File: config.mk
export PLATFORM = sky130hd
export DESIGN_NAME = mult_job_sequencer
export DESIGN_NICKNAME = d
export VERILOG_FILES = /design/src/rtl/mult_job_sequencer.sv
export SDC_FILE = /design/constraint.sdc
export NUM_CORES = 1
export LEC_CHECK = 0
export CORE_MARGIN = 4
export CORE_UTILIZATION = 56
export CTS_CLUSTER_DIAMETER = 40
export DETAILED_ROUTE_END_ITERATION = 6
export PLACE_DENSITY = 0.85
export SLEW_MARGIN = 5
export SYNTH_ARGS = -nofsm -noshare
export SYNTH_HDL_FRONTEND = slang
export SYNTH_SLANG_ARGS = --single-unit
File: constraint.sdc
create_clock -name clk -period 4.9 [get_ports clk]
set_input_delay 0.49 -clock clk [delete_from_list [all_inputs] [get_ports clk]]
set_output_delay 0.49 -clock clk [all_outputs]
set_load 0.03 [all_outputs]
File: src/rtl/mult_job_sequencer.sv
// mult_job_sequencer
//   Queues operand pairs from an upstream valid/ready producer in a small FIFO and
//   runs them through a start/done sequential multiplier one job at a time. Each
//   product is held until the downstream consumer accepts it; only then is the
//   next job issued, so products leave in strict acceptance order.
//
// Ports
//   clk, rst          clock, asynchronous active-low reset
//   in_valid/ready    operand handshake; in_ready depends on fifo_count only
//   in_multiplier     operand A
//   in_multiplicand   operand B
//   mul_start         one-cycle start pulse to the multiplier
//   mul_multiplier    registered operand A, held for the whole job
//   mul_multiplicand  registered operand B, held for the whole job
//   mul_product       multiplier result (2*WIDTH)
//   mul_done          multiplier productDone
//   out_valid/ready   result handshake
//   out_product       registered product
//   busy              high whenever the FSM is not idle
//   fifo_count        FIFO occupancy

module mult_job_sequencer #(
    parameter int unsigned WIDTH = 32,
    parameter int unsigned DEPTH = 4
) (
    input  logic                     clk,
    input  logic                     rst,
    input  logic                     in_valid,
    output logic                     in_ready,
    input  logic [WIDTH-1:0]         in_multiplier,
    input  logic [WIDTH-1:0]         in_multiplicand,
    output logic                     mul_start,
    output logic [WIDTH-1:0]         mul_multiplier,
    output logic [WIDTH-1:0]         mul_multiplicand,
    input  logic [2*WIDTH-1:0]       mul_product,
    input  logic                     mul_done,
    output logic                     out_valid,
    input  logic                     out_ready,
    output logic [2*WIDTH-1:0]       out_product,
    output logic                     busy,
    output logic [$clog2(DEPTH):0]   fifo_count
);

    localparam int unsigned PW = $clog2(DEPTH);
    localparam int unsigned CW = PW + 1;
    localparam logic [CW-1:0] FULL = CW'(DEPTH);

    typedef enum logic [1:0] {st_idle, st_issue, st_wait, st_hold} state_t;

    state_t           state_q;
    logic [PW-1:0]    wr_ptr_q;
    logic [PW-1:0]    rd_ptr_q;
    // Set on entry to WAIT: the first WAIT cycle may still see the previous
    // job's done, so done is only honoured from the second cycle on.
    logic             wait_first_q;

    logic [WIDTH-1:0] mem_a [DEPTH];
    logic [WIDTH-1:0] mem_b [DEPTH];

    logic push;
    logic pop;

    assign in_ready = (fifo_count != FULL);
    assign push     = in_valid && in_ready;
    assign pop      = (state_q == st_idle) && (fifo_count != '0);
    assign busy     = (state_q != st_idle);

    // Storage needs no reset; occupancy is tracked by the pointers and count.
    always_ff @(posedge clk) begin
        if (push) begin
            mem_a[wr_ptr_q] <= in_multiplier;
            mem_b[wr_ptr_q] <= in_multiplicand;
        end
    end

    always_ff @(posedge clk or negedge rst) begin
        if (!rst) begin
            state_q          <= st_idle;
            wr_ptr_q         <= '0;
            rd_ptr_q         <= '0;
            fifo_count       <= '0;
            wait_first_q     <= 1'b0;
            mul_start        <= 1'b0;
            mul_multiplier   <= '0;
            mul_multiplicand <= '0;
            out_valid        <= 1'b0;
            out_product      <= '0;
        end else begin
            if (push) begin
                wr_ptr_q <= wr_ptr_q + PW'(1);
            end
            if (pop) begin
                rd_ptr_q <= rd_ptr_q + PW'(1);
            end

            case ({push, pop})
                2'b10:   fifo_count <= fifo_count + CW'(1);
                2'b01:   fifo_count <= fifo_count - CW'(1);
                default: fifo_count <= fifo_count;
            endcase

            case (state_q)
                st_idle: begin
                    if (pop) begin
                        mul_multiplier   <= mem_a[rd_ptr_q];
                        mul_multiplicand <= mem_b[rd_ptr_q];
                        mul_start        <= 1'b1;
                        state_q          <= st_issue;
                    end
                end
                st_issue: begin
                    mul_start    <= 1'b0;
                    wait_first_q <= 1'b1;
                    state_q      <= st_wait;
                end
                st_wait: begin
                    if (wait_first_q) begin
                        wait_first_q <= 1'b0;
                    end else if (mul_done) begin
                        out_product <= mul_product;
                        out_valid   <= 1'b1;
                        state_q     <= st_hold;
                    end
                end
                st_hold: begin
                    if (out_ready) begin
                        out_valid <= 1'b0;
                        state_q   <= st_idle;
                    end
                end
                default: state_q <= st_idle;
            endcase
        end
    end

endmodule

[After elaboration in Yosys (flattened, before gate mapping)]
Memories as Yosys holds them, arrays and structs flattened. A register that Yosys moved wholly into a read port is not among the register bits.
Index checks and enable logic that the tools add are counted.
Word-level totals
  register bits after elaboration: 76
  bits in writable memories: 256
  output and inout bits: 135
  memories: 2
Cells by class
  add/sub/neg operators: 4
  equal/unequal tests: 10
  mux-type cells: 15
  bitwise logic cells: 1
  reduce and logical (&&, ||, !) cells: 16
Memory list
  mem_a: depth 4, width 32, rd ports 1, clocked after memory_dff 1, write ports 1, RTL line 57  | logic [WIDTH-1:0] mem_a [DEPTH];
  mem_b: depth 4, width 32, rd ports 1, clocked after memory_dff 1, write ports 1, RTL line 58  | logic [WIDTH-1:0] mem_b [DEPTH];
Operators with widths (number)
  $reduce_bool 2->1: 5
  $mux 2: 4
  $ne 2x2->1 const B: 4
  $pmux 2 s4: 1
  $reduce_and 4->1: 2
  $eq 2x2->1 const B: 3
  $mux 1: 6
  $pmux 1 s2: 3
  $pmux 3 s2: 1
  $add 2x1->2 const B: 2
  $eq 2x1->1 const B: 2
  $reduce_and 2->1: 2
  $add 3x1->3 const B: 1
  $ne 3x3->1 const B: 1
  $reduce_and 3->1: 1
  $reduce_bool 3->1: 1
  $sub 3x1->3 const B: 1
  $logic_and 1x1->1: 2
  $logic_not 1->1: 2
  $logic_not 2->1: 1
  $not 1->1: 1

[Logic depth before layout (Yosys ltp)]
Gate-level depths: netlist of run 1.
  depth after elaboration: 4
  depth in mapped cells: 11
  depth with buffers taken out: 10

[Worst setup path after synthesis of run 1]
OpenSTA, ideal clock, no wires.
  path type: register -> register
  start point: reg fifo_count[0]
  end point: mem mem_a[0][0] (enable)
  data arrival time: 2.663 ns
  slack: 1.808 ns
  stages on the path, launching flop included: 4
  period minus slack after synthesis: 3.092 ns
  cell sequence: dfrtp_1 -> inv_1 -> nand3_1 -> and3_1
Between the ends
  word-level cells in the longest chain between the ends: 4
RTL lines
  from (decl): RTL line 41  | output logic [$clog2(DEPTH):0] fifo_count
  from (signal assigned): RTL line 97  | 2'b10: fifo_count <= fifo_count + CW'(1);
  from (signal assigned): RTL line 98  | 2'b01: fifo_count <= fifo_count - CW'(1);
  from (signal assigned): RTL line 99  | default: fifo_count <= fifo_count;
  $ne 3x3->1: RTL line 63  | assign in_ready = (fifo_count != FULL);
  via in_ready: RTL line 29  | output logic in_ready,
  $logic_and 1x1->1: RTL line 64  | assign push = in_valid && in_ready;
  $mux 1: RTL line 70  | if (push) begin
  $mux 1 (not written as such): RTL line 71  | mem_a[wr_ptr_q] <= in_multiplier;
  to (decl): RTL line 57
The timed path passes the listed nets, and every way through them passes these cells.

[Worst setup path in the final report of run 1]
  start point: reg state_q[0]
  end point: reg rd_ptr_q[1]
Between the ends
  word-level cells in the longest chain between the ends: 2
RTL lines
  from (decl): RTL line 50  | state_t state_q;
  from (signal assigned): RTL line 78  | state_q <= st_idle;
  from (signal assigned): RTL line 108  | state_q <= st_issue;
  from (signal assigned): RTL line 114  | state_q <= st_wait;
  $logic_not 2->1: RTL line 65  | assign pop = (state_q == st_idle) && (fifo_count != '0);
  $logic_and 1x1->1: RTL line 65
  to (signal assigned): RTL line 93  | rd_ptr_q <= rd_ptr_q + PW'(1);
  to (decl): RTL line 52  | logic [PW-1:0] rd_ptr_q;
Every way passes these cells.
A chain may end at the register's enable or synchronous reset.

==> flow_metrics.tcl, run 1 <==
set metrics [dict create \
    async_flop_share_pct 35.4 \
    synth_top_family_by_area "multiplexers" \
    place_hpwl_um 19100 \
    status "completed" \
    finClkSkew_ns 0.0187 \
    seq_area_frac_synth_pct 76.2 \
    synth_seq_cells 396 \
    grt_use_total_pct 22.3 \
    ctsResizeCount 0 \
    htreeDepth 2 \
    maxSlewViolCount 0 \
    yosys.area_share.simple_pct 5.50 \
    rr_startpoint "state_q[0]" \
    reg2reg_to "rd_ptr_q[1]" \
    drive_gt1_share_pct 13.7 \
    netlist_area_um2 14700 \
    final_core_util_pct 74.0 \
    antenna_found_initial 3 \
    use_met3_pct 6.85 \
    combPwrFrac_pct 34.6 \
    wl_per_cell_um 22.1 \
    grt_overflow 0 \
    final_area_um2 19200 \
    p_sw_share_pct 34.5 \
    worst_pin_slew_ns 1.07 \
    max_freq_mhz 371 \
    vias 7952 \
    firstDrtPassIters 4 \
    maxCapViolations 0 \
    synth_edf_count 256 \
    clk_pin_slew_worst_paths_ns 0.06 \
    use_met1_pct 27.2 \
    hold_viol 0 \
    path_max_fanout 66 \
    top_usage_layer "met2" \
    p_leak_nw 7.33 \
    synth_fa_ha_area_share_pct 0.988 \
    p_int_mw 8.66 \
    first_global_vias 8586 \
    clk_latency_ns 0.54 \
    hold_class "in2async" \
    io_buffer_count 267 \
    ios 268 \
    synthDistinctLibCells 28 \
    multi_input_area_um2 3290 \
    period_share_pct 55.0 \
    placed_area_um2 17700 \
    pwr-share-seq_pct 40.3 \
    cts_root_buf "clkbuf_16" \
    die_w_um 170 \
    cp-end-kind "flip-flop" \
    drtIter0Drc 591 \
    ctsLongestPathBuffers 3 \
    rsz0062_at_grt "false" \
    switching_power_mw 4.55 \
    routabilityCongestion 0.754 \
    fp.coreArea_um2 25900 \
    placementRows 59 \
    grt_util_met2_pct 39.2 \
    cts_buffers 46 \
    setup-violations-final 0 \
    chipHeight_um 170 \
    worstSetupStartpointType "flip-flop" \
    synth-compound-area-share_pct 0.238 \
    path_class "reg2reg" \
    ys.warnings.count 0 \
    syn_inst 805 \
    postCtsHoldBufs 0 \
    power_mw 13.2 \
    nets 1234 \
    cts.sinks 396 \
    required_ns 5.27 \
    fillers 1493 \
    avgViaCountPerCell 5.43 \
    r2r_cells 7 \
    postCtsSetupBuffers 0 \
    fin_crit_ns 2.69 \
    p_per_area_nw_per_um2 689 \
    grt_pass1_wl_um 48900 \
    start_util_pct 56.7 \
    fin_tns_setup_ns 0 \
    seqCellArea_um2 11200 \
    grt_start_max_net_pins 76 \
    die_area_um2 28900 \
    ant_nets 0 \
    drcViolationCount 0 \
    area_growth_pct 30.5 \
    pwr-share-clk_pct 25.1 \
    synth_ff_type "edfxtp_1" \
    ir_worst_vdd_v 0.000482 \
    synth_nets 949 \
    tritoncts "done" \
    avgSynthCellArea_um2 18.3 \
    synth.area.mux_share_pct 15.1 \
    synth_xor_area_share_pct 0.358 \
    relSlewSlack_pct 28.6 \
    worstPathArrival_ns 3.06 \
    routed_wl_um 32400 \
    ff2ff_setup_slack_ns 2.21 \
]
## cells in the final DEF (no fill, tap or decap), types with 2 or more instances in the layout
| cell | instances |
|---|---|
| inv_2 | 2 |
| clkinv_2 | 4 |
| and3_4 | 4 |
| clkbuf_1 | 13 |
| dfrtp_4 | 2 |
| clkinv_1 | 3 |
| nor2_1 | 3 |
| nand2_1 | 194 |
| ha_1 | 10 |
| mux2_2 | 4 |
| mux2_1 | 62 |
| clkdlybuf4s50_1 | 266 |
| xor2_1 | 2 |
| mux4_2 | 64 |
| inv_4 | 3 |
| edfxtp_1 | 256 |
| bufinv_16 | 2 |
| clkbuf_8 | 4 |
| dfrtp_1 | 138 |
| buf_4 | 4 |
| mux2i_1 | 3 |
| xnor2_1 | 4 |
| inv_6 | 2 |
| clkinvlp_4 | 4 |
| inv_1 | 10 |
| a21oi_1 | 3 |
| clkbuf_16 | 49 |
## Yosys cell counts, types with 4 or more instances
cell      count  share of area, %
and3_1        4              0.17
buf_2        22              0.75
buf_6         5              0.38
clkbuf_1      4              0.10
dfrtp_1     140                24
edfxtp_1    256                52
ha_1         10              0.85
inv_1        10              0.26
mux2_1       62               4.8
mux2_2        4              0.31
mux4_2       64               9.8
nand2_1     194               5.0
xnor2_1       4              0.24
## flip-flops by register name, indices dropped and copies added, names as in the netlist
name              flops
mem_a               128
mem_b               128
out_product          64
mul_multiplicand     32
mul_multiplier       32
fifo_count            3
rd_ptr_q              2
state_q               2
wr_ptr_q              2
mul_start             1
out_valid             1
wait_first_q          1
## critical path, stage by stage, from the launching register on
cell and delay [ns]:
dfrtp_1 0.39, inv_1 0.13, ha_1 0.28, nand2b_4 0.50
inv_2 0.20, buf_4 0.70, nand2_1 0.15, xnor2_1 0.17
## power groups by stage
| stage | clock (mW) | combinational [mW] | sequential, mW |
|---|---|---|---|
| detailed placement | 0 | 4.60 | 5.39 |
| floorplan | 0 | 1.99 | 6.11 |
| CTS | 3.37 | 4.65 | 5.35 |
| finish | 3.31 | 4.57 | 5.33 |
| global placement | 0 | 4.48 | 5.34 |
| global route | 3.52 | 4.88 | 5.45 |
## worst max-delay path by stage
stage,slack [ns],depth (start not counted),to,startpoint
2_1_floorplan,1.81,3,mem_a[0][0],fifo_count[0]
3_3_place_gp,2.29,7,rd_ptr_q[1],state_q[0]
3_5_place_dp,2.15,7,rd_ptr_q[1],state_q[0]
4_1_cts,2.15,7,rd_ptr_q[1],state_q[0]
5_1_grt,1.97,7,rd_ptr_q[1],state_q[0]
6_report,2.21,7,rd_ptr_q[1],state_q[0]
## routing by layer
metal / wire, um / vias up / part of all wire (%)
met5: 21 / - / 0.065
met3: 2950 / 50 / 9.1
met2: 16800 / 329 / 52
li1: - / 3543 / -
met4: 518 / 4 / 1.6
met1: 12200 / 4026 / 38
## cell type report
type                            count  area share (%)
Inverter                           12           0.235
Antenna cell                        1          0.0131
Timing Repair Buffer              271            14.1
Tap cell                          335            2.19
Clock buffer                       66            6.94
Clock inverter                     20           0.953
Sequential cell                   396            58.4
Multi-Input combinational cell    363            17.2
## stage by stage
stage	hold WS [ns]	std cells	setup WS, ns
floorplan	0.194	805	1.81
global route	0.0486	1464	1.97
detailed placement	0.461	1377	2.15
CTS	0.0317	1463	2.15
finish	0.00752	1464	2.21
global placement	0.457	1377	2.29
## logic make-up after synthesis
family / Yosys count
flip-flops: 396
adder cells (fa/ha/maj): 11
XOR/XNOR: 6
AO/OA/AOI/OAI: 6
buffers and inverters: 46
multiplexers: 133
AND/OR/NAND/NOR: 207
No activity file was read; power rests on OpenSTA's default activity.
==> run 2, diff against run 1 <==
Settings changed: CORE_UTILIZATION 56 to 47, PLACE_DENSITY 0.85 to 0.76.
Clock period 4.9 ns to 2.25 ns, I/O delays scaled along.
==> run 2 against run 1 <==
Against the previous run: die area rose by 18%; worst hold slack improved by 0.25 ns; clock skew fell by 0.00052 ns; global-route usage fell by 3.0 points; worst setup slack got worse by 2.0 ns; cell count rose by 5.8%; clock-buffer cell count fell by 4; flip-flop and latch count did not move; utilization fell by 9.7 points; highest routed layer unchanged.
==> flow_metrics.tcl, run 2 (same netlist as run 1, synthesis figures left out) <==
set metrics [dict create \
    status "completed" \
    avgViaCountPerCell 5.16 \
    rr_startpoint "fifo_count[0]" \
    final_cell_mix "clkdlybuf4s50_1, edfxtp_1, nand2_1" \
    clk_latency_ns 0.55 \
    maxCapViolations 0 \
    worstPathArrival_ns 1.86 \
    antenna_found_initial 3 \
    ir_worst_vdd_v 0.000952 \
    combPwrFrac_pct 35.9 \
    cts_root_buf "clkbuf_16" \
    worst_pin_slew_ns 0.855 \
    fp.coreArea_um2 30700 \
    holdWs_ns 0.261 \
    place_hpwl_um 20600 \
    nets 1255 \
    die_area_um2 34200 \
    ctsLongestPathBuffers 3 \
    ant_nets 0 \
    setup-violations-final 0 \
    placementRows 64 \
    drive_gt1_share_pct 16.5 \
    cts.sinks 396 \
    htreeDepth 2 \
    tritoncts "done" \
    drcViolationCount 0 \
    pwr-share-clk_pct 26.7 \
    pwr-share-seq_pct 37.4 \
    required_ns 2.03 \
    cp-end-kind "output port" \
    postCtsSetupBuffers 0 \
    p_leak_nw 7.58 \
    grt_overflow 0 \
    grt_start_max_net_pins 67 \
    fillers 2138 \
    p_int_mw 19.5 \
    area_growth_pct 34.5 \
    p_sw_share_pct 34.4 \
    firstDrtPassIters 5 \
    final_common_cell "clkdlybuf4s50_1" \
    switching_power_mw 10.2 \
    io_buffer_count 267 \
    largest_registers "mem_a: 128 flops, mem_b: 128 flops, out_product: 64 flops" \
    crit_start "fifo_count[0]" \
    worstSetupStartpointType "flip-flop" \
    r2r_cells 10 \
    wl_per_cell_um 21.0 \
    grt_use_total_pct 19.2 \
    hold_viol 0 \
    diodes 0 \
    die_w_um 185 \
    p_per_area_nw_per_um2 1510 \
    maxSlewViolCount 0 \
    chipHeight_um 185 \
    cts_buffers 50 \
    routabilityCongestion 0.777 \
    first_global_vias 8756 \
    reg2reg_to "fifo_count[2]" \
    fin_crit_ns 2.08 \
    path_max_fanout 6 \
    ios 268 \
    start_util_pct 47.8 \
    max_freq_mhz 481 \
    routed_wl_um 32600 \
    relSlewSlack_pct 43.0 \
    vias 7986 \
    fin_tns_setup_ns 0 \
    drtIter0Drc 468 \
    grt_pass1_wl_um 50300 \
    path_class "reg2out" \
    finClkSkew_ns 0.0182 \
    clk_pin_slew_worst_paths_ns 0.06 \
    period_share_pct 92.5 \
    hold_class "in2async" \
    rsz0062_at_grt "false" \
    ff2ff_setup_slack_ns 0.21 \
]
-- run 2: cell count changes in the layout (fill, tap and decap cells not counted), moves of 2 or more --
cell	delta
buf_12	+14
clkbuf_1	-8
inv_6	+7
inv_4	-3
inv_8	+3
buf_4	+2
clkbuf_16	+2
clkbuf_8	+2
clkinv_2	+2
dfrtp_1	-2
dfrtp_2	+2
-- run 2: metrics by stage --
step	cell area [um2]	power [mW]	utilization, %	worst slack [ns]	std cells
3_3_place_gp	18000	21.9	58.7	0.198	1454
6_report	19800	29.8	64.3	0.169	1549
3_5_place_dp	18000	22.2	58.7	0.179	1454
2_1_floorplan	14700	17.6	-	0.0161	805
4_1_cts	19800	30.2	64.3	0.130	1549
5_1_grt	19800	31.4	64.3	0.0626	1549
-- run 2: worst max-delay path by stage --
stage                                to  slack [ns]  cells past startpoint
final                          in_ready        0.17                      3
after global routing      fifo_count[2]        0.06                     10
after CTS                      in_ready        0.13                      3
after detailed placement  fifo_count[2]        0.18                      9
after global placement    fifo_count[2]        0.20                      9
after floorplan           fifo_count[2]        0.02                     10
-- run 2: power by group through the flow --
stage               logic [mW]  registers (mW)  clock network, mW
floorplan                 4.35            13.3                  0
global placement          10.7            11.2                  0
detailed placement        10.9            11.3                  0
CTS                       10.9            11.2               8.13
global route              11.5            11.4               8.50
finish                    10.7            11.1               7.95
-- run 2: layer usage --
metal,global-route usage [%],wire [um],up-vias
met5,0,54,-
met4,3.90,391,6
met3,5.89,2820,43
met2,33.6,16300,303
met1,24.0,13000,4029
li1,-,-,3605
-- run 2: final cells by class --
| type | count | area [um2] | share of cell area [%] |
|---|---|---|---|
| clock buffer | 62 | 1380 | 6.97 |
| clock inverter | 32 | 340 | 1.72 |
| inverter | 12 | 45.0 | 0.228 |
| multi-input combinational | 363 | 3300 | 16.7 |
| sequential | 396 | 11200 | 56.7 |
| tap | 396 | 495 | 2.51 |
| timing repair buffer | 288 | 3010 | 15.2 |
-- run 2: critical path, cell delays in order (launching register included) --
cell and delay, ns:
dfrtp_2 0.40, inv_1 0.10, nand3_4 0.11, clkdlybuf4s50_1 0.70
-- run 2: timing repair --
item                       4_1_cts  5_1_grt
hold buffers                     1        0
setup endpoints to repair        1        0
gates resized for setup          1        0
hold endpoints to repair        61        0
